File: src/rtl/branch_resolve.sv
// branch_resolve: execute-stage branch resolution unit.
// Turns the unsigned comparator flags into a RISC-V conditional-branch
// outcome, computes the next PC, checks it against the front-end prediction
// and holds a multi-cycle flush after a mispredict. Taken and mispredict
// statistics are kept in saturating counters.
module branch_resolve #(
  parameter int FLUSH_CYCLES = 2,
  parameter int CNT_W        = 16
) (
  input  logic              Clk,
  input  logic              Reset,
  input  logic              InValid,
  output logic              InReady,
  input  logic [2:0]        Funct3,
  input  logic              Predicted,
  input  logic [31:0]       PC,
  input  logic [31:0]       Imm,
  input  logic              ASign,
  input  logic              BSign,
  input  logic              Less,
  input  logic              Equal,
  output logic              OutValid,
  output logic              Taken,
  output logic              Mispredict,
  output logic              Illegal,
  output logic [31:0]       Target,
  output logic              Flush,
  output logic [CNT_W-1:0]  TakenCount,
  output logic [CNT_W-1:0]  MispredCount
);

  // The flush down-counter needs at least one bit even when FLUSH_CYCLES is 1.
  localparam int FC_W = (FLUSH_CYCLES > 1) ? $clog2(FLUSH_CYCLES) : 1;
  localparam logic [FC_W-1:0]  FC_LOAD = FC_W'(FLUSH_CYCLES - 1);
  localparam logic [CNT_W-1:0] CNT_MAX = '1;

  typedef enum logic [0:0] {
    ST_IDLE  = 1'b0,
    ST_FLUSH = 1'b1
  } state_t;

  state_t            state_q, state_d;
  logic [FC_W-1:0]   flush_cnt_q, flush_cnt_d;
  logic              out_valid_q, out_valid_d;
  logic              taken_q, taken_d;
  logic              mispred_q, mispred_d;
  logic              illegal_q, illegal_d;
  logic [31:0]       target_q, target_d;
  logic [CNT_W-1:0]  taken_cnt_q, taken_cnt_d;
  logic [CNT_W-1:0]  mispred_cnt_q, mispred_cnt_d;

  logic              accept;
  logic              less_s;
  logic              br_taken;
  logic              is_illegal;
  logic              res_taken;
  logic              res_mispred;
  logic [31:0]       pc_plus4;
  logic [31:0]       pc_plus_imm;
  logic [31:0]       res_target;

  // Handshake: ready only when idle and not being held in reset.
  assign InReady = (state_q == ST_IDLE) && !Reset;
  assign accept  = InValid && InReady;

  // Decode funct3 into a raw outcome; a sign mismatch decides signed less directly.
  always_comb begin
    less_s     = (ASign != BSign) ? ASign : Less;
    br_taken   = 1'b0;
    is_illegal = 1'b0;
    case (Funct3)
      3'b000:  br_taken = Equal;
      3'b001:  br_taken = !Equal;
      3'b100:  br_taken = less_s;
      3'b101:  br_taken = !less_s;
      3'b110:  br_taken = Less;
      3'b111:  br_taken = !Less;
      default: is_illegal = 1'b1;
    endcase
  end

  // Resolved outcome and next PC; an illegal type is forced not-taken and never mispredicts.
  always_comb begin
    pc_plus4    = PC + 32'd4;
    pc_plus_imm = PC + Imm;
    res_taken   = br_taken && !is_illegal;
    res_mispred = !is_illegal && (res_taken != Predicted);
    res_target  = res_taken ? pc_plus_imm : pc_plus4;
  end

  // Flush FSM: a mispredict holds the unit busy for FLUSH_CYCLES cycles.
  always_comb begin
    state_d     = state_q;
    flush_cnt_d = flush_cnt_q;
    case (state_q)
      ST_IDLE: begin
        if (accept && res_mispred) begin
          state_d     = ST_FLUSH;
          flush_cnt_d = FC_LOAD;
        end
      end
      ST_FLUSH: begin
        if (flush_cnt_q == '0) begin
          state_d = ST_IDLE;
        end else begin
          flush_cnt_d = flush_cnt_q - FC_W'(1);
        end
      end
      default: begin
        state_d     = ST_IDLE;
        flush_cnt_d = '0;
      end
    endcase
  end

  // Result registers: strobe for one cycle, payload held until the next result.
  always_comb begin
    out_valid_d = accept;
    taken_d     = taken_q;
    mispred_d   = mispred_q;
    illegal_d   = illegal_q;
    target_d    = target_q;
    if (accept) begin
      taken_d   = res_taken;
      mispred_d = res_mispred;
      illegal_d = is_illegal;
      target_d  = res_target;
    end
  end

  // Saturating statistics counters, updated alongside the result strobe.
  always_comb begin
    taken_cnt_d   = taken_cnt_q;
    mispred_cnt_d = mispred_cnt_q;
    if (accept && res_taken && (taken_cnt_q != CNT_MAX)) begin
      taken_cnt_d = taken_cnt_q + CNT_W'(1);
    end
    if (accept && res_mispred && (mispred_cnt_q != CNT_MAX)) begin
      mispred_cnt_d = mispred_cnt_q + CNT_W'(1);
    end
  end

  // State and result registers with synchronous reset.
  always_ff @(posedge Clk) begin
    if (Reset) begin
      state_q       <= ST_IDLE;
      flush_cnt_q   <= '0;
      out_valid_q   <= 1'b0;
      taken_q       <= 1'b0;
      mispred_q     <= 1'b0;
      illegal_q     <= 1'b0;
      target_q      <= '0;
      taken_cnt_q   <= '0;
      mispred_cnt_q <= '0;
    end else begin
      state_q       <= state_d;
      flush_cnt_q   <= flush_cnt_d;
      out_valid_q   <= out_valid_d;
      taken_q       <= taken_d;
      mispred_q     <= mispred_d;
      illegal_q     <= illegal_d;
      target_q      <= target_d;
      taken_cnt_q   <= taken_cnt_d;
      mispred_cnt_q <= mispred_cnt_d;
    end
  end

  assign OutValid     = out_valid_q;
  assign Taken        = taken_q;
  assign Mispredict   = mispred_q;
  assign Illegal      = illegal_q;
  assign Target       = target_q;
  assign Flush        = (state_q == ST_FLUSH);
  assign TakenCount   = taken_cnt_q;
  assign MispredCount = mispred_cnt_q;

endmodule
File: config.mk
export PLATFORM = sky130hd
export DESIGN_NAME = branch_resolve
export DESIGN_NICKNAME = d
export VERILOG_FILES = /design/src/rtl/branch_resolve.sv
export SDC_FILE = /design/constraint.sdc
export NUM_CORES = 1
export LEC_CHECK = 0
export BUFFER_PORTS_ARGS = -buffer_cell sky130_fd_sc_hd__buf_4
export CORE_MARGIN = 2
export CORE_UTILIZATION = 25
export CTS_CLUSTER_DIAMETER = 80
export DETAILED_ROUTE_END_ITERATION = 16
export PLACE_DENSITY = 0.54
export REMOVE_ABC_BUFFERS = 1
export SETUP_SLACK_MARGIN = 0.4
export SLEW_MARGIN = 20
export SYNTH_ARGS = -nofsm -noshare
export SYNTH_HDL_FRONTEND = slang
export SYNTH_SLANG_ARGS = --single-unit
File: constraint.sdc
create_clock -name Clk -period 3.75 [get_ports Clk]
set_clock_uncertainty 0.15 [all_clocks]
set_input_delay 0.75 -clock Clk [delete_from_list [all_inputs] [get_ports Clk]]
set_output_delay 0.75 -clock Clk [all_outputs]
set_load 0.05 [all_outputs]
==> impl_metrics.json <==
{
  "finalWirelength_um": 15700,
  "path_cells": "buf_4 -> ha_1 -> fa_1 -> a211oi_2 -> nor2_1 -> o21ai_2 -> o31a_1 -> o211a_1 -> o21ai_2 -> a311oi_1 -> xor2_1 -> o21ai_0",
  "drv_slew": 0,
  "fp.dieArea_um2": 21000,
  "drc": 0,
  "ios": 145,
  "wl_per_cell_um": 14.9,
  "synth_top_flop_cell": "dfxtp_1",
  "area_growth_pct": 34.6,
  "r2r_setup_slack_ps": 1200,
  "critPathTopFamily": "compound AO/OA/AOI/OAI gates",
  "layout_commonest_cell": "buf_4",
  "period_share": 0.858,
  "cp.arrival_ps": 3270,
  "synth_edf_count": 0,
  "fillerInstances": 2075,
  "startpoint_type": "primary input",
  "cts_max_level": 3,
  "row_count": 51,
  "cts_buffer_depth": 2,
  "syn-cell-area_um2": 4960,
  "dr.pass1.iters": 4,
  "dieHeight_um": 145,
  "start_util": 0.255,
  "grtUsageTotal": 0.150,
  "finalHoldViolCount": 0,
  "via_per_inst": 4.67,
  "required_ps": 3800,
  "clock-sinks": 70,
  "antenna_found_initial": 0,
  "hold_buffers": 0,
  "dieWidth_um": 145,
  "holdWs_ps": 303,
  "core_um2": 19500,
  "dr_total_vias": 4932,
  "worstSetupEndpointType": "flop",
  "power_density_nw_per_um2": 370,
  "route.met2.wl_um": 7460,
  "final.setup.tns_ps": 0,
  "slew-limit-headroom": 0.266,
  "grt_overflow": 0,
  "ys_warn_count": 0,
  "syn_area_per_cell_um2": 7.71,
  "drtIter0Drc": 277,
  "cp_max_fo": 4,
  "worstSkewPairLatency_ps": 330,
  "p_total_mw": 2.47,
  "ant_nets": 0,
  "cts_tree": "yes",
  "rsz0062_at_grt": "true",
  "crit_buf_inv": 1,
  "worstMarginPinSlew_ps": 1100,
  "layout_common_cells": "153 x buf_4, 84 x nor2_1, 70 x dfxtp_1",
  "post-route-min-period_ps": 3220,
  "multiInputGateArea_um2": 3450,
  "diodes": 0,
  "p_leak_nw": 2.77,
  "wl_met1_um": 7410,
  "path_common_cell": "o21ai_2",
  "cts-buffers-inserted": 9,
  "max_stage_delay_ps": 430,
  "synth-seq-cells": 70,
  "max_freq_mhz": 311,
  "root_buffer": "clkbuf_16",
  "crit_slowest_cell": "fa_1",
  "path_class": "in -> reg",
  "io_buffers": 144,
  "status": "completed",
  "netlist_instances": 643,
  "dp_hpwl_um": 12600,
  "fin_nets": 896,
  "place.gp.congestion": 0.837,
  "grt_pass1_vias": 4666,
  "drive_gt1_frac": 0.230,
  "yosysSeqAreaShare": 0.283,
  "async_flop_share": 0,
  "top_layer": "met4",
  "grt_max_degree": 42,
  "register_area_um2": 1400,
  "grt_pass1_wl_um": 24800,
  "maxCapViolCount": 0,
  "dr_wl_met3_um": 566,
  "synth_cell_type_count": 60,
  "ir_drop_mv": 0.194,
  "cts.clk_slew.worst_paths_ps": 60,
  "hp-class": "reg -> reg",
  "finalSetupViolCount": 0
}
==> report_power, final <==
group | switching, mW | internal, mW
clock | 0.318 | 0.548
combinational | 0.491 | 0.296
sequential | 0.0267 | 0.791
total | 0.835 | 1.64
==> worst paths after layout <==
kind / start / endpoint / depth (start not counted)
min reg2reg: Mispredict / Mispredict / 2
max reg2reg: MispredCount[3] / MispredCount[7] / 7
min: Mispredict / Mispredict / 2
max: PC[0] / Target[30] / 12
==> logic make-up (layout without fill, tap and decap cells) <==
logic type,after synthesis,in the layout,synth area share
compound gates,160,160,0.203
xor+xnor,82,82,0.145
fa+ha+maj,35,35,0.0898
buf+inv,33,181,0.0267
flops,70,70,0.283
mux,4,4,0.00808
simple gates,259,259,0.245
==> Yosys cell counts (2+ instances only) <==
cell type | instances | area share
a31oi_1 | 7 | 0.0088
a31o_2 | 3 | 0.0053
xor2_1 | 32 | 0.057
o21a_1 | 4 | 0.0061
nor2b_1 | 7 | 0.0088
nor4_1 | 6 | 0.0076
and4_1 | 2 | 0.0035
nor3_1 | 15 | 0.015
o21ai_2 | 2 | 0.0035
a22oi_1 | 8 | 0.012
nand2b_1 | 4 | 0.0050
o21ai_0 | 47 | 0.047
dfxtp_1 | 70 | 0.28
nand3_1 | 44 | 0.044
o2111ai_1 | 3 | 0.0053
mux2i_1 | 4 | 0.0081
a221oi_1 | 3 | 0.0053
a2111oi_0 | 2 | 0.0035
nor3b_1 | 2 | 0.0030
nand2_1 | 59 | 0.045
and3_1 | 12 | 0.015
or2_2 | 2 | 0.0025
o21bai_1 | 2 | 0.0030
a21oi_1 | 45 | 0.045
or3_1 | 7 | 0.0088
clkbuf_1 | 19 | 0.014
inv_1 | 10 | 0.0076
xnor2_1 | 50 | 0.088
a21o_1 | 12 | 0.018
ha_1 | 34 | 0.086
nor2_1 | 84 | 0.064
a211oi_1 | 7 | 0.011
nand4_1 | 8 | 0.010
==> sequential cells by signal, indices dropped and copies added, names as in the netlist <==
name and cells:
Target 32, Mispredict 1, TakenCount 16, Illegal 1, MispredCount 16, Taken 1
Flush 1, OutValid 1, flush_cnt_q 1
==> per-stage QoR <==
step	instance area (um2)	cells	setup WS [ps]	util
floorplan	4870	622	-79.5	-
global placement	6350	1039	106	0.326
detailed placement	6350	1039	121	0.326
CTS	6660	1055	461	0.342
global route	6680	1056	369	0.343
finish	6680	1056	532	0.343
==> timing repair <==
action	CTS	global route
resized for setup	0	3
setup endpoints to repair	0	9
setup buffers	0	1
==> worst min-delay path: stages (launching register included) <==
cell,delay (ps)
dfxtp_1,310
nand2_1,60
nand2_1,40
==> cell type report <==
type,count,area share
sequential,70,0.210
clock inverter,4,0.00675
tap,265,0.0497
inverter,12,0.00675
timing repair buffer,153,0.172
multi-input combinational,540,0.516
clock buffer,12,0.0384
==> metal layers <==
| layer | track usage | vias to the layer above |
|---|---|---|
| met2 | 0.251 | 94 |
| li1 | - | 2592 |
| met5 | 0 | - |
| met4 | 0.0439 | 0 |
| met1 | 0.201 | 2229 |
| met3 | 0.0227 | 17 |
No activity file was read; power rests on OpenSTA's default activity.
